File: config.mk
export PLATFORM = sky130hd
export DESIGN_NAME = mandel_color_sched
export DESIGN_NICKNAME = d
export VERILOG_FILES = /design/src/rtl/mandel_color_sched.sv
export SDC_FILE = /design/constraint.sdc
export NUM_CORES = 1
export LEC_CHECK = 0
export CORE_MARGIN = 2
export CORE_UTILIZATION = 35
export DETAILED_ROUTE_END_ITERATION = 8
export GPL_ROUTABILITY_DRIVEN = 0
export PLACE_DENSITY_LB_ADDON = 0.2
export SLEW_MARGIN = 5
export SYNTH_ARGS = -nofsm -noshare
export SYNTH_HDL_FRONTEND = slang
export SYNTH_SLANG_ARGS = --single-unit
File: constraint.sdc
create_clock -name clk -period 2.1 [get_ports clk]
set_input_delay 0.42 -clock clk [delete_from_list [all_inputs] [get_ports clk]]
set_output_delay 0.42 -clock clk [all_outputs]
set_load 0.005 [all_outputs]
File: src/rtl/mandel_color_sched.sv
// mandel_color_sched: round-robin scheduler sharing one registered palette LUT
// among NUM_ENG Mandelbrot engines, with a two-entry output pipeline and
// per-frame drain/swap of the max-iteration shadow.
// Ports:
//   clk, rst_n                  clock, async active-low reset
//   cfg_max_iter                requested max iterations (sampled in SWAP)
//   req_valid/req_depth/req_addr  per-engine results, packed per engine
//   req_ready                   one-hot (or zero) accept, combinational
//   lut_en/lut_depth            LUT issue strobe and depth, combinational
//   lut_max_iter                registered max-iteration shadow for the LUT
//   lut_color                   LUT registered output
//   pix_valid/pix_ready/pix_addr/pix_color  output pixel stream
//   frame_done                  one-cycle pulse at each frame boundary
module mandel_color_sched #(
    parameter int unsigned NUM_ENG      = 4,
    parameter int unsigned ADDR_W       = 19,
    parameter int unsigned FRAME_PIXELS = 307200
) (
    input  logic                      clk,
    input  logic                      rst_n,
    input  logic [9:0]                cfg_max_iter,
    input  logic [NUM_ENG-1:0]        req_valid,
    input  logic [NUM_ENG*10-1:0]     req_depth,
    input  logic [NUM_ENG*ADDR_W-1:0] req_addr,
    output logic [NUM_ENG-1:0]        req_ready,
    output logic                      lut_en,
    output logic [9:0]                lut_depth,
    output logic [9:0]                lut_max_iter,
    input  logic [23:0]               lut_color,
    output logic                      pix_valid,
    input  logic                      pix_ready,
    output logic [ADDR_W-1:0]         pix_addr,
    output logic [23:0]               pix_color,
    output logic                      frame_done
);

    localparam int unsigned DEPTH_W = 10;
    localparam int unsigned PTR_W   = (NUM_ENG > 1) ? $clog2(NUM_ENG) : 1;
    localparam int unsigned CNT_W   = $clog2(FRAME_PIXELS + 1);

    typedef enum logic [1:0] {SWAP, RUN, DRAIN} state_t;

    state_t              state;
    state_t              state_nxt;
    logic [PTR_W-1:0]    ptr;
    logic [CNT_W-1:0]    issue_cnt;
    logic                s1_valid;
    logic [ADDR_W-1:0]   s1_addr;
    logic                out_load;
    logic                issue_ok;
    logic                issue;
    logic                grant_found;
    logic [PTR_W-1:0]    grant_idx;
    logic [31:0]         grant_sel;
    logic                last_issue;
    logic                drained;

    // Engine index base+off wrapped into 0..NUM_ENG-1.
    function automatic logic [PTR_W-1:0] wrap_idx(input logic [PTR_W-1:0] base,
                                                  input int unsigned off);
        int unsigned sum;
        sum = 32'(base) + off;
        if (sum >= NUM_ENG) sum = sum - NUM_ENG;
        return PTR_W'(sum);
    endfunction

    assign out_load   = s1_valid & (~pix_valid | pix_ready);
    assign issue_ok   = (state == RUN) & (~s1_valid | out_load);
    assign issue      = issue_ok & grant_found;
    assign grant_sel  = 32'(grant_idx);
    assign last_issue = issue & (issue_cnt == CNT_W'(FRAME_PIXELS - 1));
    assign drained    = ~s1_valid & ~pix_valid;
    assign lut_en     = issue;

    // Round-robin search starting at ptr.
    always_comb begin
        grant_found = 1'b0;
        grant_idx   = '0;
        for (int unsigned k = 0; k < NUM_ENG; k++) begin
            if (!grant_found && req_valid[wrap_idx(ptr, k)]) begin
                grant_found = 1'b1;
                grant_idx   = wrap_idx(ptr, k);
            end
        end
    end

    // Accept strobe and LUT depth only on issue cycles; depth is 0 otherwise.
    always_comb begin
        req_ready = '0;
        lut_depth = '0;
        if (issue) begin
            req_ready[grant_idx] = 1'b1;
            lut_depth            = req_depth[grant_sel*DEPTH_W +: DEPTH_W];
        end
    end

    // Frame sequencing.
    always_comb begin
        state_nxt = state;
        unique case (state)
            SWAP:    state_nxt = RUN;
            RUN:     if (last_issue) state_nxt = DRAIN;
            DRAIN:   if (drained) state_nxt = SWAP;
            default: state_nxt = SWAP;
        endcase
    end

    always_ff @(posedge clk or negedge rst_n) begin
        if (!rst_n) begin
            state        <= SWAP;
            ptr          <= '0;
            issue_cnt    <= '0;
            s1_valid     <= 1'b0;
            s1_addr      <= '0;
            pix_valid    <= 1'b0;
            pix_addr     <= '0;
            pix_color    <= '0;
            lut_max_iter <= '0;
            frame_done   <= 1'b0;
        end else begin
            state <= state_nxt;
            // Leaving DRAIN means the next cycle is a SWAP that ends a frame;
            // the SWAP straight out of reset never gets here.
            frame_done <= (state == DRAIN) & drained;

            if (state == SWAP) begin
                lut_max_iter <= cfg_max_iter;
                issue_cnt    <= '0;
            end else if (issue) begin
                issue_cnt <= issue_cnt + CNT_W'(1);
            end

            if (issue) begin
                ptr      <= (grant_idx == PTR_W'(NUM_ENG - 1)) ? '0 : grant_idx + PTR_W'(1);
                s1_addr  <= req_addr[grant_sel*ADDR_W +: ADDR_W];
                s1_valid <= 1'b1;
            end else if (out_load) begin
                s1_valid <= 1'b0;
            end

            // LUT output holds while lut_en is low, so a stalled s1 entry
            // still finds its colour on lut_color when it finally loads.
            if (out_load) begin
                pix_valid <= 1'b1;
                pix_addr  <= s1_addr;
                pix_color <= lut_color;
            end else if (pix_ready) begin
                pix_valid <= 1'b0;
            end
        end
    end

endmodule

After elaboration in Yosys (flattened, before gate mapping)
Cells that the tools add are included.
{"block": "totals", "reg_bits": 98, "input_bits": 157, "out_inout_bits": 70, "elab_cells": 95}
{"block": "classes", "add_sub_neg": 9, "multipliers": 2, "magnitude_cmp": 10, "eq_ne": 6, "n_shift": 2, "n_mux": 34, "n_bitwise": 10, "reduce_logical": 12}
{"cell": "$shiftx A76 B8 Y19", "count": 1}
{"cell": "$shiftx A40 B7 Y10", "count": 1}
{"cell": "$mux W19", "count": 2}
{"cell": "$mux W2", "count": 11}
{"cell": "$add A19 B1 Y19 const B", "count": 1}
{"cell": "$eq A19 B19 Y1 const B", "count": 1}
{"cell": "$lt A2 B3 Y1 const B", "count": 5}
{"cell": "$mux W1", "count": 13}
{"cell": "$mux W10", "count": 1}
{"cell": "$ge A3 B3 Y1 const B", "count": 3}
{"cell": "$bmux W1 S2", "count": 4}
{"cell": "$sub A2 B1 Y2 const B", "count": 4}
{"cell": "$mul A2 B5 Y7 const B", "count": 1}
{"cell": "$add A2 B2 Y3 const B", "count": 2}
{"cell": "$and A1 B1 Y1", "count": 6}
{"cell": "$pmux W2 S3", "count": 1}
{"cell": "$reduce_bool A2 Y1", "count": 3}
{"cell": "$mul A2 B3 Y5 const B", "count": 1}
{"cell": "$eq A2 B2 Y1 const B", "count": 2}
{"cell": "$logic_and A1 B1 Y1", "count": 4}
{"cell": "$mux W4", "count": 1}
{"cell": "$ne A2 B2 Y1 const B", "count": 2}
{"cell": "$add A2 B1 Y3 const B", "count": 1}
{"cell": "$ge A2 B3 Y1 const B", "count": 1}
{"cell": "9 further kinds", "count": 13}

Logic depth before layout (Yosys ltp)
{"block": "logic_depth", "word_depth": 19, "mapped_depth": 9, "ltp_nobuf": 6}

Worst setup path before layout
No wires, ideal clock.
{"block": "synth_path", "kind": "input port to output port", "start": "input port req_valid[1]", "end": "output port lut_depth[8]", "arrival_time_ps": 1635, "slack_ps": 45, "stages": 7, "path_buffers": 2, "cell_sequence": "nand2b_1 o221ai_1 and2_1 buf_4 buf_2 a211oi_1 a311oi_1"}
{"block": "synth_between", "elab_chain_cells": 15}
{"element": "from (decl)", "line": "22", "text": "input logic [NUM_ENG-1:0] req_valid,"}
{"element": "$bmux W1 S2", "line": "80", "text": "if (!grant_found && req_valid[wrap_idx(ptr, k)]) begin"}
{"element": "$mux W1 (not written as such)", "line": "80"}
{"element": "$mux W1", "line": "80"}
{"element": "$logic_not A1 Y1", "line": "80"}
{"element": "$logic_and A1 B1 Y1", "line": "80"}
{"element": "$mux W1", "line": "80"}
{"element": "$logic_not A1 Y1", "line": "80"}
{"element": "$logic_and A1 B1 Y1", "line": "80"}
{"element": "$mux W1", "line": "80"}
{"element": "$logic_not A1 Y1", "line": "80"}
{"element": "$logic_and A1 B1 Y1", "line": "80"}
{"element": "$mux W2", "line": "80"}
{"element": "$mul A2 B3 Y5", "line": "93", "text": "lut_depth = req_depth[grant_sel*DEPTH_W +: DEPTH_W];"}
{"element": "$shiftx A40 B7 Y10", "line": "93"}
{"element": "$mux W10 (*)", "line": "91", "text": "if (issue) begin"}
{"element": "to (decl)", "line": "27", "text": "output logic [9:0] lut_depth,"}
Mark *: on every way between the ends. The rest lies on a longest branch, timed or not. The select of a mux whose other input is x is not followed.

Worst setup path in the final report
{"block": "layout_path", "start": "register ptr[0]", "end": "output port req_ready[2]"}
{"block": "layout_between", "elab_chain_cells": 19}
{"element": "from (decl)", "line": "45", "text": "logic [PTR_W-1:0] ptr;"}
{"element": "from (signal assigned)", "line": "134", "text": "ptr <= (grant_idx == PTR_W'(NUM_ENG - 1)) ? '0 : grant_idx + PTR_W'(1);"}
{"element": "branches (longest 18 deep; another with $add A2 B1 Y3)"}
{"element": "$mux W4 (*)", "line": "91"}
{"element": "to (decl)", "line": "25", "text": "output logic [NUM_ENG-1:0] req_ready,"}
Mark *: on every way between the ends. The select of a mux whose other input is x is not followed.

==> impl_metrics.ini <==
[power]
p_leak_nw = 3.54
irDropWorstVdd_v = 0.000442
power.density_nw_per_um2 = 907

[sta]
period_share_pct = 115
rsz0062_at_grt = yes
worstMarginPinSlew_ps = 439
slew_violations = 0
fin_crit_ps = 2420
setup_tns_ps = -4020
setup_viol_count_final = 15
fmax_ghz = 0.413
fin_worst_skew_ps = 4.77
slew_headroom_pct = 70.7
fin_ws_ps = -324
hold_violations = 0

[setup_path]
crit_fanout = 5
path_class = reg -> out
max_stage_delay_ps = 420
worstPathRequired_ps = 1680
start_kind = flip-flop
crit_arrival_ps = 2000
cp_slowest_cell = dfrtp_1
endpoint_kind = output port
path_cells = nand2b_4, a21o_1, and2_4, buf_6, buf_4, ha_4, and2_4, buf_6

[final_layout]
layout.cells.non_filler = 876
drive_gt1_share_pct = 32.9
syn2layout_area_growth_pct = 67.0
finalNetCount = 849
fill_cells = 1189
multi_input_area_um2 = 2730
diodes = 0
seq_area_um2 = 2450

[min_path]
hp-class = in -> async

[cts]
clkSinkCount = 98
cts.clk_slew.worst_paths_ps = 60
cts_tree = yes
cts_hold_buf = 0
clockRootBuffer = clkbuf_16
ctsLongestPathBuffers = 2
insertion_delay_ps = 340
cts_max_level = 3
numCtsBuffers = 9

[drt]
vias = 4434
wl_per_cell_um = 17.6
ant_nets = 0
wl_met1_um = 5960
vias_per_cell = 5.06
routed_wl_um = 15400
drt_first_pass_iters = 4
met3_length_um = 1160
highest_layer = met4
met2_length_um = 7930
drc_errors = 0
drtIter0Drc = 131

[synthesis]
netlist_area_um2 = 5090
avgSynthCellArea_um2 = 11.9
netlist_top_cells_count = dfrtp_1 (98), mux2_2 (53), nand2_1 (51)
synth-edff-count = 0
yosys_warnings = 0
yosys.cell_types.count = 48
postSynth.asyncResetShare_pct = 100
yosysSeqAreaShare_pct = 48.2
synth_top_cell_area_share_pct = 48.2
synth_fp_nets = 590
synthTopCellsByArea = dfrtp_1 (48%), mux2_2 (12%), mux2i_1 (7.7%)
synth_top_cell_by_area = dfrtp_1
syn_inst = 428
yosysMostFrequentCell = dfrtp_1
synth_ff_type = dfrtp_1
synth.ff_latch_count = 98

[grt]
antenna_found_initial = 0
track_usage_pct = 19.4
grt_pass1_vias = 4665
grt_max_degree = 56
grt.overflow.total = 0
grt_pass1_wl_um = 24100

[run_status]
status = complete, but fails checks
violations = setup timing

[floorplanning]
rows = 44
chipWidth_um = 125
die-area_um2 = 15500
fp.dieH_um = 125
core_area_um2 = 14400
ioPinCount = 227
start_util_pct = 35.4

[placement]
dp.cells = 848
io_buffers = 226
dp_hpwl_um = 11200

[run]
drv_cap = 0
[repair_timing]
action	CTS	global route
setup buffers	7	4
gates cloned	1	1
pin swaps	10	17
endpoints found under the setup margin	35	34
resized for setup	120	47
[cell type report]
class,count,share of cell area [%]
Inverter,6,0.442
Clock inverter,5,0.618
Timing Repair Buffer,276,32.3
Multi-Input combinational cell,296,32.1
Sequential cell,98,28.9
Clock buffer,11,2.97
Tap cell,184,2.71
[state kept, by name (all words and copies together), names as in the netlist]
name / flops
s1_addr: 19
ptr: 2
frame_done: 1
pix_color: 24
issue_cnt: 19
pix_addr: 19
state: 2
pix_valid: 1
s1_valid: 1
lut_max_iter: 10
[layout by cell type, fill, tap and decap left out, types with 3 or more instances in the layout]
master           instances
nand4_1                  7
buf_4                   33
nand3_1                  7
and2_4                   5
xor2_1                  13
nor2_1                  20
clkinv_2                 3
clkdlybuf4s50_1        205
a311oi_2                 8
ha_4                     3
mux2_2                  53
nand2b_4                 3
buf_6                   13
buf_2                   11
a21boi_2                 5
a211oi_4                 4
dlygate4sd2_1            3
dfrtp_1                 98
o21ai_0                  7
clkbuf_16               10
o221ai_2                19
nand2_1                 43
and2_1                   3
a211oi_2                 6
nand2_2                  7
mux2i_2                  9
buf_12                   7
mux2i_1                 30
a21boi_1                 4
[logic make-up (layout without fill, tap and decap cells)]
family / Yosys count / after routing / synth area share [%]
flip-flops: 98 / 98 / 48.2
adder cells (fa/ha/maj): 5 / 5 / 1.23
AND/OR/NAND/NOR: 120 / 120 / 12.2
buffers and inverters: 34 / 298 / 4.03
multiplexers: 92 / 92 / 19.4
XOR/XNOR: 14 / 14 / 2.41
AO/OA/AOI/OAI: 65 / 65 / 12.5
[stage by stage]
stage | setup slack, ps | hold slack, ps | utilization [%] | power [mW] | cell area, um2
2_1_floorplan | 45.4 | 124 | - | 4.06 | 5090
3_3_place_gp | -866 | 381 | 54.1 | 5.49 | 7780
3_5_place_dp | -973 | 387 | 54.1 | 5.59 | 7780
4_1_cts | -321 | 18.1 | 57.5 | 7.50 | 8260
5_1_grt | -395 | 37.4 | 59.1 | 8.14 | 8500
6_report | -324 | 21.6 | 59.1 | 7.70 | 8500
[critical path: cells and delay by family, from the launching register on]
family	cells	cell delay, ps
adder cells (fa/ha/maj)	1	140
AO/OA/AOI/OAI	1	200
flip-flops	1	420
buffers and inverters	3	400
AND/OR/NAND/NOR	3	520
[final timing paths]
check | slack [ps] | cells after the start | end | start
worst min-delay path | 20 | 1 | lut_max_iter[5]$_DFFE_PN0P_ | rst_n
min in group clk | 490 | 2 | s1_addr[14]$_DFFE_PN0P_ | s1_addr[14]$_DFFE_PN0P_
worst min register to register | 490 | 2 | s1_addr[14]$_DFFE_PN0P_ | s1_addr[14]$_DFFE_PN0P_
max in group asynchronous | 1450 | 2 | pix_color[21]$_DFFE_PN0P_ | rst_n
worst max-delay path | -320 | 8 | req_ready[2] | ptr[0]$_DFFE_PN0P_
worst max register to register | -80 | 8 | s1_addr[18]$_DFFE_PN0P_ | ptr[1]$_DFFE_PN0P_
[per-layer routing]
layer	track usage, %	up-vias
met3	5.88	23
met1	21.9	2159
met2	34.4	190
li1	-	2062
met5	0	-
met4	7.27	0
[where the power goes]
part / switching (mW) / total, mW / leakage [nW] / internal [mW]
clock network: 0.682 / 1.66 / 0.151 / 0.982
logic: 1.45 / 3.41 / 2.19 / 1.96
registers: 0.274 / 2.63 / 1.20 / 2.36
No activity file was read; power rests on OpenSTA's default activity.
